## src/rtl/hex_display_scan_ctrl_pkg.sv

```systemverilog
// Shared constants and types for the hex display scan controller.
package hex_display_scan_ctrl_pkg;

  localparam int unsigned SEG_W     = 7;
  localparam logic [6:0]  SEG_BLANK = 7'h7F;

  typedef enum logic [1:0] {
    ST_IDLE   = 2'd0,
    ST_SCAN   = 2'd1,
    ST_COMMIT = 2'd2
  } state_t;

  // Index width for a digit counter; never narrower than one bit.
  function automatic int unsigned idx_width(input int unsigned n);
    return (n > 1) ? $clog2(n) : 1;
  endfunction

endpackage

```

## src/rtl/hex_display_scan_ctrl_if.sv

```systemverilog
// Producer-facing bus of the scan controller: load handshake plus segment outputs.
interface hex_display_scan_ctrl_if #(
  parameter int unsigned N_DIGITS = 4
);
  import hex_display_scan_ctrl_pkg::*;

  logic                      i_load;
  logic [4*N_DIGITS-1:0]     i_value;
  logic                      o_ready;
  logic                      o_done;
  logic [SEG_W*N_DIGITS-1:0] o_hex;

  modport master (
    output i_load,
    output i_value,
    input  o_ready,
    input  o_done,
    input  o_hex
  );

  modport slave (
    input  i_load,
    input  i_value,
    output o_ready,
    output o_done,
    output o_hex
  );

endinterface

```

## src/rtl/hex_display_scan_ctrl_hex_decoder.sv

```systemverilog
// Nibble to active-low seven-segment pattern, bit order {g,f,e,d,c,b,a}.
module hex_decoder
  import hex_display_scan_ctrl_pkg::*;
(
  input  logic [3:0]       i_num,
  output logic [SEG_W-1:0] o_seg7
);

  always_comb begin
    o_seg7 = SEG_BLANK;
    case (i_num)
      4'h0: o_seg7 = 7'h40;
      4'h1: o_seg7 = 7'h79;
      4'h2: o_seg7 = 7'h24;
      4'h3: o_seg7 = 7'h30;
      4'h4: o_seg7 = 7'h19;
      4'h5: o_seg7 = 7'h12;
      4'h6: o_seg7 = 7'h02;
      4'h7: o_seg7 = 7'h78;
      4'h8: o_seg7 = 7'h00;
      4'h9: o_seg7 = 7'h10;
      4'hA: o_seg7 = 7'h08;
      4'hB: o_seg7 = 7'h03;
      4'hC: o_seg7 = 7'h46;
      4'hD: o_seg7 = 7'h21;
      4'hE: o_seg7 = 7'h06;
      4'hF: o_seg7 = 7'h0E;
      default: o_seg7 = 7'bxxxxxxx;
    endcase
  end

endmodule

```

## src/rtl/hex_display_scan_ctrl.sv

```systemverilog
// Walks a captured hex value MSB-first through one shared decoder into a shadow
// register, then commits every digit to the pins on a single edge.
module hex_display_scan_ctrl
  import hex_display_scan_ctrl_pkg::*;
#(
  parameter int unsigned N_DIGITS = 4,
  parameter bit          BLANK_LZ = 1'b1
) (
  input logic                     i_clk,
  input logic                     i_reset,
  hex_display_scan_ctrl_if.slave  bus
);

  localparam int unsigned IDX_W = idx_width(N_DIGITS);

  state_t                    state_q;
  logic [IDX_W-1:0]          idx_q;
  logic                      seen_nz_q;
  logic [4*N_DIGITS-1:0]     value_q;
  logic [SEG_W-1:0]          shadow_q [N_DIGITS];
  logic [SEG_W*N_DIGITS-1:0] hex_q;
  logic                      done_q;

  logic [3:0]       nibble_c;
  logic [SEG_W-1:0] seg_c;
  logic             blank_c;

  assign nibble_c = value_q[{idx_q, 2'b00} +: 4];
  assign blank_c  = BLANK_LZ && (nibble_c == 4'h0) && !seen_nz_q && (idx_q != '0);

  hex_decoder u_hex_decoder (
    .i_num  (nibble_c),
    .o_seg7 (seg_c)
  );

  always_ff @(posedge i_clk) begin
    if (i_reset) begin
      state_q   <= ST_IDLE;
      idx_q     <= '0;
      seen_nz_q <= 1'b0;
      value_q   <= '0;
      hex_q     <= '1;
      done_q    <= 1'b0;
      for (int unsigned k = 0; k < N_DIGITS; k++) begin
        shadow_q[k] <= SEG_BLANK;
      end
    end else begin
      done_q <= 1'b0;
      case (state_q)
        ST_IDLE: begin
          if (bus.i_load) begin
            value_q   <= bus.i_value;
            idx_q     <= IDX_W'(N_DIGITS - 1);
            seen_nz_q <= 1'b0;
            state_q   <= ST_SCAN;
          end
        end
        ST_SCAN: begin
          shadow_q[idx_q] <= blank_c ? SEG_BLANK : seg_c;
          seen_nz_q       <= seen_nz_q | (nibble_c != 4'h0);
          // Digit 0 is the last one scanned, so idx never underflows.
          if (idx_q == '0) begin
            state_q <= ST_COMMIT;
          end else begin
            idx_q <= idx_q - IDX_W'(1);
          end
        end
        ST_COMMIT: begin
          for (int unsigned k = 0; k < N_DIGITS; k++) begin
            hex_q[SEG_W*k +: SEG_W] <= shadow_q[k];
          end
          done_q  <= 1'b1;
          state_q <= ST_IDLE;
        end
        default: state_q <= ST_IDLE;
      endcase
    end
  end

  assign bus.o_ready = (state_q == ST_IDLE);
  assign bus.o_done  = done_q;
  assign bus.o_hex   = hex_q;

endmodule

```

## src/flat_wrapper.sv

```systemverilog
// flat-port wrapper written by rule: the top's interface ports become plain ports
module hex_display_scan_ctrl_flat import hex_display_scan_ctrl_pkg::*;
#(
  parameter int unsigned N_DIGITS = 4,
  parameter bit          BLANK_LZ = 1'b1
)
  (i_clk, i_reset, bus_i_load, bus_i_value, bus_o_ready, bus_o_done, bus_o_hex);
  hex_display_scan_ctrl_if #(.N_DIGITS(N_DIGITS)) bus_i ();
  input logic i_clk;
  input logic i_reset;
  input wire logic [$bits(bus_i.i_load)-1:0] bus_i_load;
  input wire logic [$bits(bus_i.i_value)-1:0] bus_i_value;
  output wire logic [$bits(bus_i.o_ready)-1:0] bus_o_ready;
  output wire logic [$bits(bus_i.o_done)-1:0] bus_o_done;
  output wire logic [$bits(bus_i.o_hex)-1:0] bus_o_hex;
  assign bus_i.i_load = bus_i_load;
  assign bus_i.i_value = bus_i_value;
  assign bus_o_ready = bus_i.o_ready;
  assign bus_o_done = bus_i.o_done;
  assign bus_o_hex = bus_i.o_hex;
  hex_display_scan_ctrl #(.N_DIGITS(N_DIGITS), .BLANK_LZ(BLANK_LZ)) u_core (.i_clk(i_clk), .i_reset(i_reset), .bus(bus_i));
endmodule
```

## config.mk

```make
export PLATFORM = sky130hd
export DESIGN_NAME = hex_display_scan_ctrl_flat
export DESIGN_NICKNAME = d
export VERILOG_FILES = /design/src/rtl/hex_display_scan_ctrl_pkg.sv /design/src/rtl/hex_display_scan_ctrl_if.sv /design/src/rtl/hex_display_scan_ctrl_hex_decoder.sv /design/src/rtl/hex_display_scan_ctrl.sv /design/src/flat_wrapper.sv
export SDC_FILE = /design/constraint.sdc
export NUM_CORES = 1
export LEC_CHECK = 0
export BUFFER_PORTS_ARGS = -buffer_cell sky130_fd_sc_hd__clkbuf_2
export CORE_ASPECT_RATIO = 0.75
export CORE_MARGIN = 2
export CORE_UTILIZATION = 35
export CTS_BUF_LIST = sky130_fd_sc_hd__clkbuf_2 sky130_fd_sc_hd__clkbuf_4 sky130_fd_sc_hd__clkbuf_8
export CTS_CLUSTER_DIAMETER = 80
export DETAILED_ROUTE_END_ITERATION = 8
export GPL_TIMING_DRIVEN = 0
export SYNTH_ARGS = -nofsm -noshare
export SYNTH_HDL_FRONTEND = slang
export SYNTH_HIERARCHICAL = 1
export SYNTH_SLANG_ARGS = --single-unit
export TNS_END_PERCENT = 20
```

## constraint.sdc

```tcl
create_clock -name i_clk -period 3.7 [get_ports i_clk]
set_clock_uncertainty 0.1 [all_clocks]
set_input_delay 0.37 -clock i_clk [delete_from_list [all_inputs] [get_ports i_clk]]
set_output_delay 0.37 -clock i_clk [all_outputs]
set_load 0.05 [all_outputs]
```

## Word level (Yosys, flattened, before mapping)

Memory sizes are Yosys's and may differ from the RTL's. A register that Yosys moved wholly into a read port is not among the register bits.
Cells that the tools add are included.

- Memory bits (writable): 28
- Memories kept: 2
- Input port bits: 19
- ROM bits: 112
- Output and inout port bits: 30
- Bits in registers: 22

- Shift-type cells: 1
- Reductions and logical operators: 14
- Equal/unequal tests: 5
- Bitwise logic cells: 1
- $add $sub $neg: 1
- Mux-type cells: 18

Memory list:

| memory | depth | bits a word | rd ports | clocked after memory_dff | wr ports | line | text |
|---|---|---|---|---|---|---|---|
| (name not given) | 16 | 7 | 1 | 0 | 0 | hex_display_scan_ctrl_hex_decoder.sv:11 | `case (i_num)` |
| u_core.shadow_q | 4 | 7 | 4 | 4 | 4 | hex_display_scan_ctrl.sv:20 | `logic [SEG_W-1:0] shadow_q [N_DIGITS];` |

Operators with widths:

| operator | number |
|---|---|
| indexed part select 16 x 5 -> 4 bit | 1 |
| 2-to-1 mux 7 bit | 2 |
| 2-to-1 mux 2 bit | 5 |
| 2-to-1 mux 1 bit | 8 |
| case mux 2 bit (2 select lines) | 2 |
| OR reduction 7 bit | 1 |
| AND reduction 2 bit | 3 |
| logical NOT 2 bit | 2 |
| logical NOT 4 bit | 1 |
| != test 2 bit (second input constant) | 2 |
| nonzero test 2 bit | 2 |
| nonzero test 4 bit | 1 |
| AND reduction 3 bit | 1 |
| equality test 2 x 1 -> 1 bit (second input constant) | 1 |
| equality test 2 bit (second input constant) | 1 |
| logical AND 1 bit | 2 |
| != test 2 x 1 -> 1 bit (second input constant) | 1 |
| case mux 1 bit (2 select lines) | 1 |
| subtractor 2 x 1 -> 2 bit (second input constant) | 1 |
| logical NOT 1 bit | 1 |
| bitwise OR 1 bit | 1 |

## Logic depth before layout (Yosys ltp)

- Depth in word-level cells: 6
- Mapped depth: 9
- Gate-level depth less buffers: 8

## By module

Netlist, hierarchy kept.

By module, submodules not included:

| module | seq. area each (um^2) | times used | area each (um^2) | cells each |
|---|---|---|---|---|
| hex_display_scan_ctrl | 1841.8 | 1 | 3101.7 | 295 |
| hex_decoder | 0.0 | 1 | 275.3 | 32 |

## Worst setup path after synthesis

OpenSTA, ideal clock, no wires.

- Kind: reg-to-reg
- Start: register u_core.idx_q[0]
- End: memory u_core.shadow_q[1][3] (data pin)
- Path buffers: 1
- Arrival time: 2.223 ns
- Stages on the path, launching flop included: 9
- Required time: 3.336 ns
- Library setup time: 0.264 ns
- Path slack: 1.113 ns
- Cell sequence: dfxtp_1 buf_6 mux4_1 inv_1 ha_1 inv_1 mux4_1 nor3_1 o21ai_0

RTL lines:

| item | line | text |
|---|---|---|
| start: declaration | hex_display_scan_ctrl.sv:17 | `logic [IDX_W-1:0] idx_q;` |
| start signal: assignment | hex_display_scan_ctrl.sv:53 | `idx_q <= IDX_W'(N_DIGITS - 1);` |
| start signal: assignment | hex_display_scan_ctrl.sv:65 | `idx_q <= idx_q - IDX_W'(1);` |
| end: declaration | hex_display_scan_ctrl.sv:20 |  |

==> metrics.txt <==
status=complete, no violations; top cells by count, synth=61 x nand2_1, 50 x dfxtp_1, 32 x mux2i_1, 28 x edfxtp_1, 23 x nor3_1; Final Setup Violations=0; total clock buffers created by CTS=9; Max Freq=337.2 MHz; first-pass GRT wire length=approximately 12 mm; CP endpoint kind=flop; peak supply drop=0.2538 mV; gr ovfl total=0; vias post-DR=2481; hold buffers post-CTS=0; clk slew on worst S/H paths=approximately 0.080 ns; Fin. Hold Viols=0; EDFF count, synth=28; TritonCTS Sinks=78; drt drc=0; Resized Gates After CTS=0; PD cells=476.6 mW/mm²; layout cells sized above 1=21.48%; synth top area cells=dfxtp_1 30%, edfxtp_1 25%, mux2i_1 9.5%; Avg WL per Cell=13.48 µm; Worst Hold Class=primary input to flop; CORE AREA=0.009503 mm²; post-synth top area cell=dfxtp_1; vias in the first global route=2389; slew margin rel.=a little under a third; overall routing resource usage=14.58%; Post-CTS Setup Repair Bufs=0; nets=413; Post-synth ARST share=0%; count leader, synth=nand2_1; WP data required=3.70 ns; IO Pins=a little under 50; Final Util=41.86%; CTS tree=built; initial core utilization=around 36%; synth warn=6; Yosys cell types=36; FF+latch count, synth=78; PortBufs=48; post-DR vias/cell=between 4 and 5; Clock Tree Root=clkbuf_8; crit share post-route=80.15%; Worst setup SP type=flop; Final Max Tran Viols=0; drt initial violations=127; syn nets=354; number of H-tree levels=3; post-route minimum period=just under 3 ns; largest net degree at the start of global routing=15; Leak=1.385 nW; critical path peak fanout=10; die width=between 100 and 150 µm; top_reg_cell synth=dfxtp_1; Crit Path Class=flop to flop; total power=1.896 mW; mapped cell area=0.003377 mm²; Die Y=89.07 µm; WP data arrival=2.97 ns; clk_lat worst skew=0.36 ns; antenna violations before repair=0; final setup TNS=0 ns; Avg Synthesized Cell Area=10.33 µm²; total routed wirelength=approximately 7.0 mm; ANT nets after route=0; max cap viols=0; Placer Congestion=around 0.84; # rows=31; CTS max path bufs=2; Syn-to-layout area delta=17.78%; DR pass1 iterations=4; Min Hold Slack=0.1216 ns; die footprint=approximately 0.010 mm²; measured slew at the worst slew-check pin=between 1 and 1.5 ns; sequential area share after synthesis=54.54%; DP HPWL=between 5 and 6 mm; Yosys top cell area share=just under 30%; antenna diode count=0; RSZ-0062 raised after global routing=false; post-synthesis cell count=327
## cells in the final DEF, fill, tap and decap left out, types with 3 or more instances in the layout
master / synthesis / layout
edfxtp_1: 28 / 28
nor2_1: 15 / 15
buf_2: 3 / 3
a21oi_1: 17 / 17
clkbuf_2: 1 / 49
buf_6: 3 / 3
clkbuf_8: 0 / 9
inv_1: 7 / 7
nor3_1: 23 / 23
nand2_1: 61 / 61
dfxtp_1: 50 / 50
o21ai_0: 22 / 22
mux2i_1: 32 / 32
mux4_2: 3 / 3
clkinv_2: 0 / 3
ha_1: 8 / 8
clkbuf_1: 17 / 17
o21ai_1: 11 / 11
## cells by family (layout without fill, tap and decap cells)
| kind of cell | Yosys count | after routing | share of synthesized area, % |
|---|---|---|---|
| AO/OA/AOI/OAI | 57 | 57 | 9.337 |
| adder cells (fa/ha/maj) | 8 | 8 | 2.964 |
| buffers and inverters | 35 | 99 | 5.039 |
| flip-flops | 78 | 78 | 54.54 |
| multiplexers | 38 | 38 | 13.38 |
| AND/OR/NAND/NOR | 111 | 111 | 14.75 |
## area by class of cell
class | instances | area [µm²]
fillers | 933 | 5525
flip-flops and latches | 78 | 1842
multi-input cells | 214 | 1365
repair buffers | 48 | 240.2
well taps | 132 | 165.2
plain buffers | 27 | 140.1
clock buffers | 9 | 123.9
clock inverters | 7 | 71.32
inverters | 8 | 30.03
## state kept, by name (all words and copies together) (netlist names)
name / count
u_core/bus.o_hex: 28
u_core/shadow_q: 28
u_core/value_q: 16
u_core/idx_q: 2
u_core/state_q: 2
u_core/bus.o_done: 1
u_core/seen_nz_q: 1
## stage by stage
step                instances  cell area [µm²]  setup slack, ns
global placement          507             3782           0.8271
global route              523             3978           0.5639
floorplan                 327             3377            1.113
finish                    523             3978           0.7344
CTS                       523             3978           0.7440
detailed placement        507             3782           0.7560
## routing by layer
metal | share of wire [%] | global-route usage (%)
met2 | 43 | 22.75
met4 | 2.3 | 7.010
met1 | 50 | 18.42
met5 | 0 | 0
met3 | 4.7 | 5.102
## worst max-delay path, stage by stage, from the launching register on
cell and delay (ns):
dfxtp_1 0.33, buf_6 0.15, mux4_1 0.73, inv_1 0.20
ha_1 0.17, inv_1 0.05, mux4_1 0.61, nor3_1 0.24
o21ai_0 0.13
## worst paths after layout
path | depth (start not counted) | to | slack [ns] | startpoint
min | 3 | u_core/value_q[14] | 0.12 | bus_i_value[14]
max reg2reg | 8 | u_core/shadow_q[2][3] | 0.73 | u_core/idx_q[0]
min reg2reg | 2 | u_core/value_q[7] | 0.36 | u_core/value_q[7]
max | 8 | u_core/shadow_q[2][3] | 0.73 | u_core/idx_q[0]
## power breakdown
group          internal [mW]  switching, mW  total [mW]
sequential             0.917         0.0152       0.932
combinational          0.117          0.209       0.326
clock                  0.314          0.323       0.637
total                   1.35          0.548        1.90
Power figures use the tool's default switching activity.
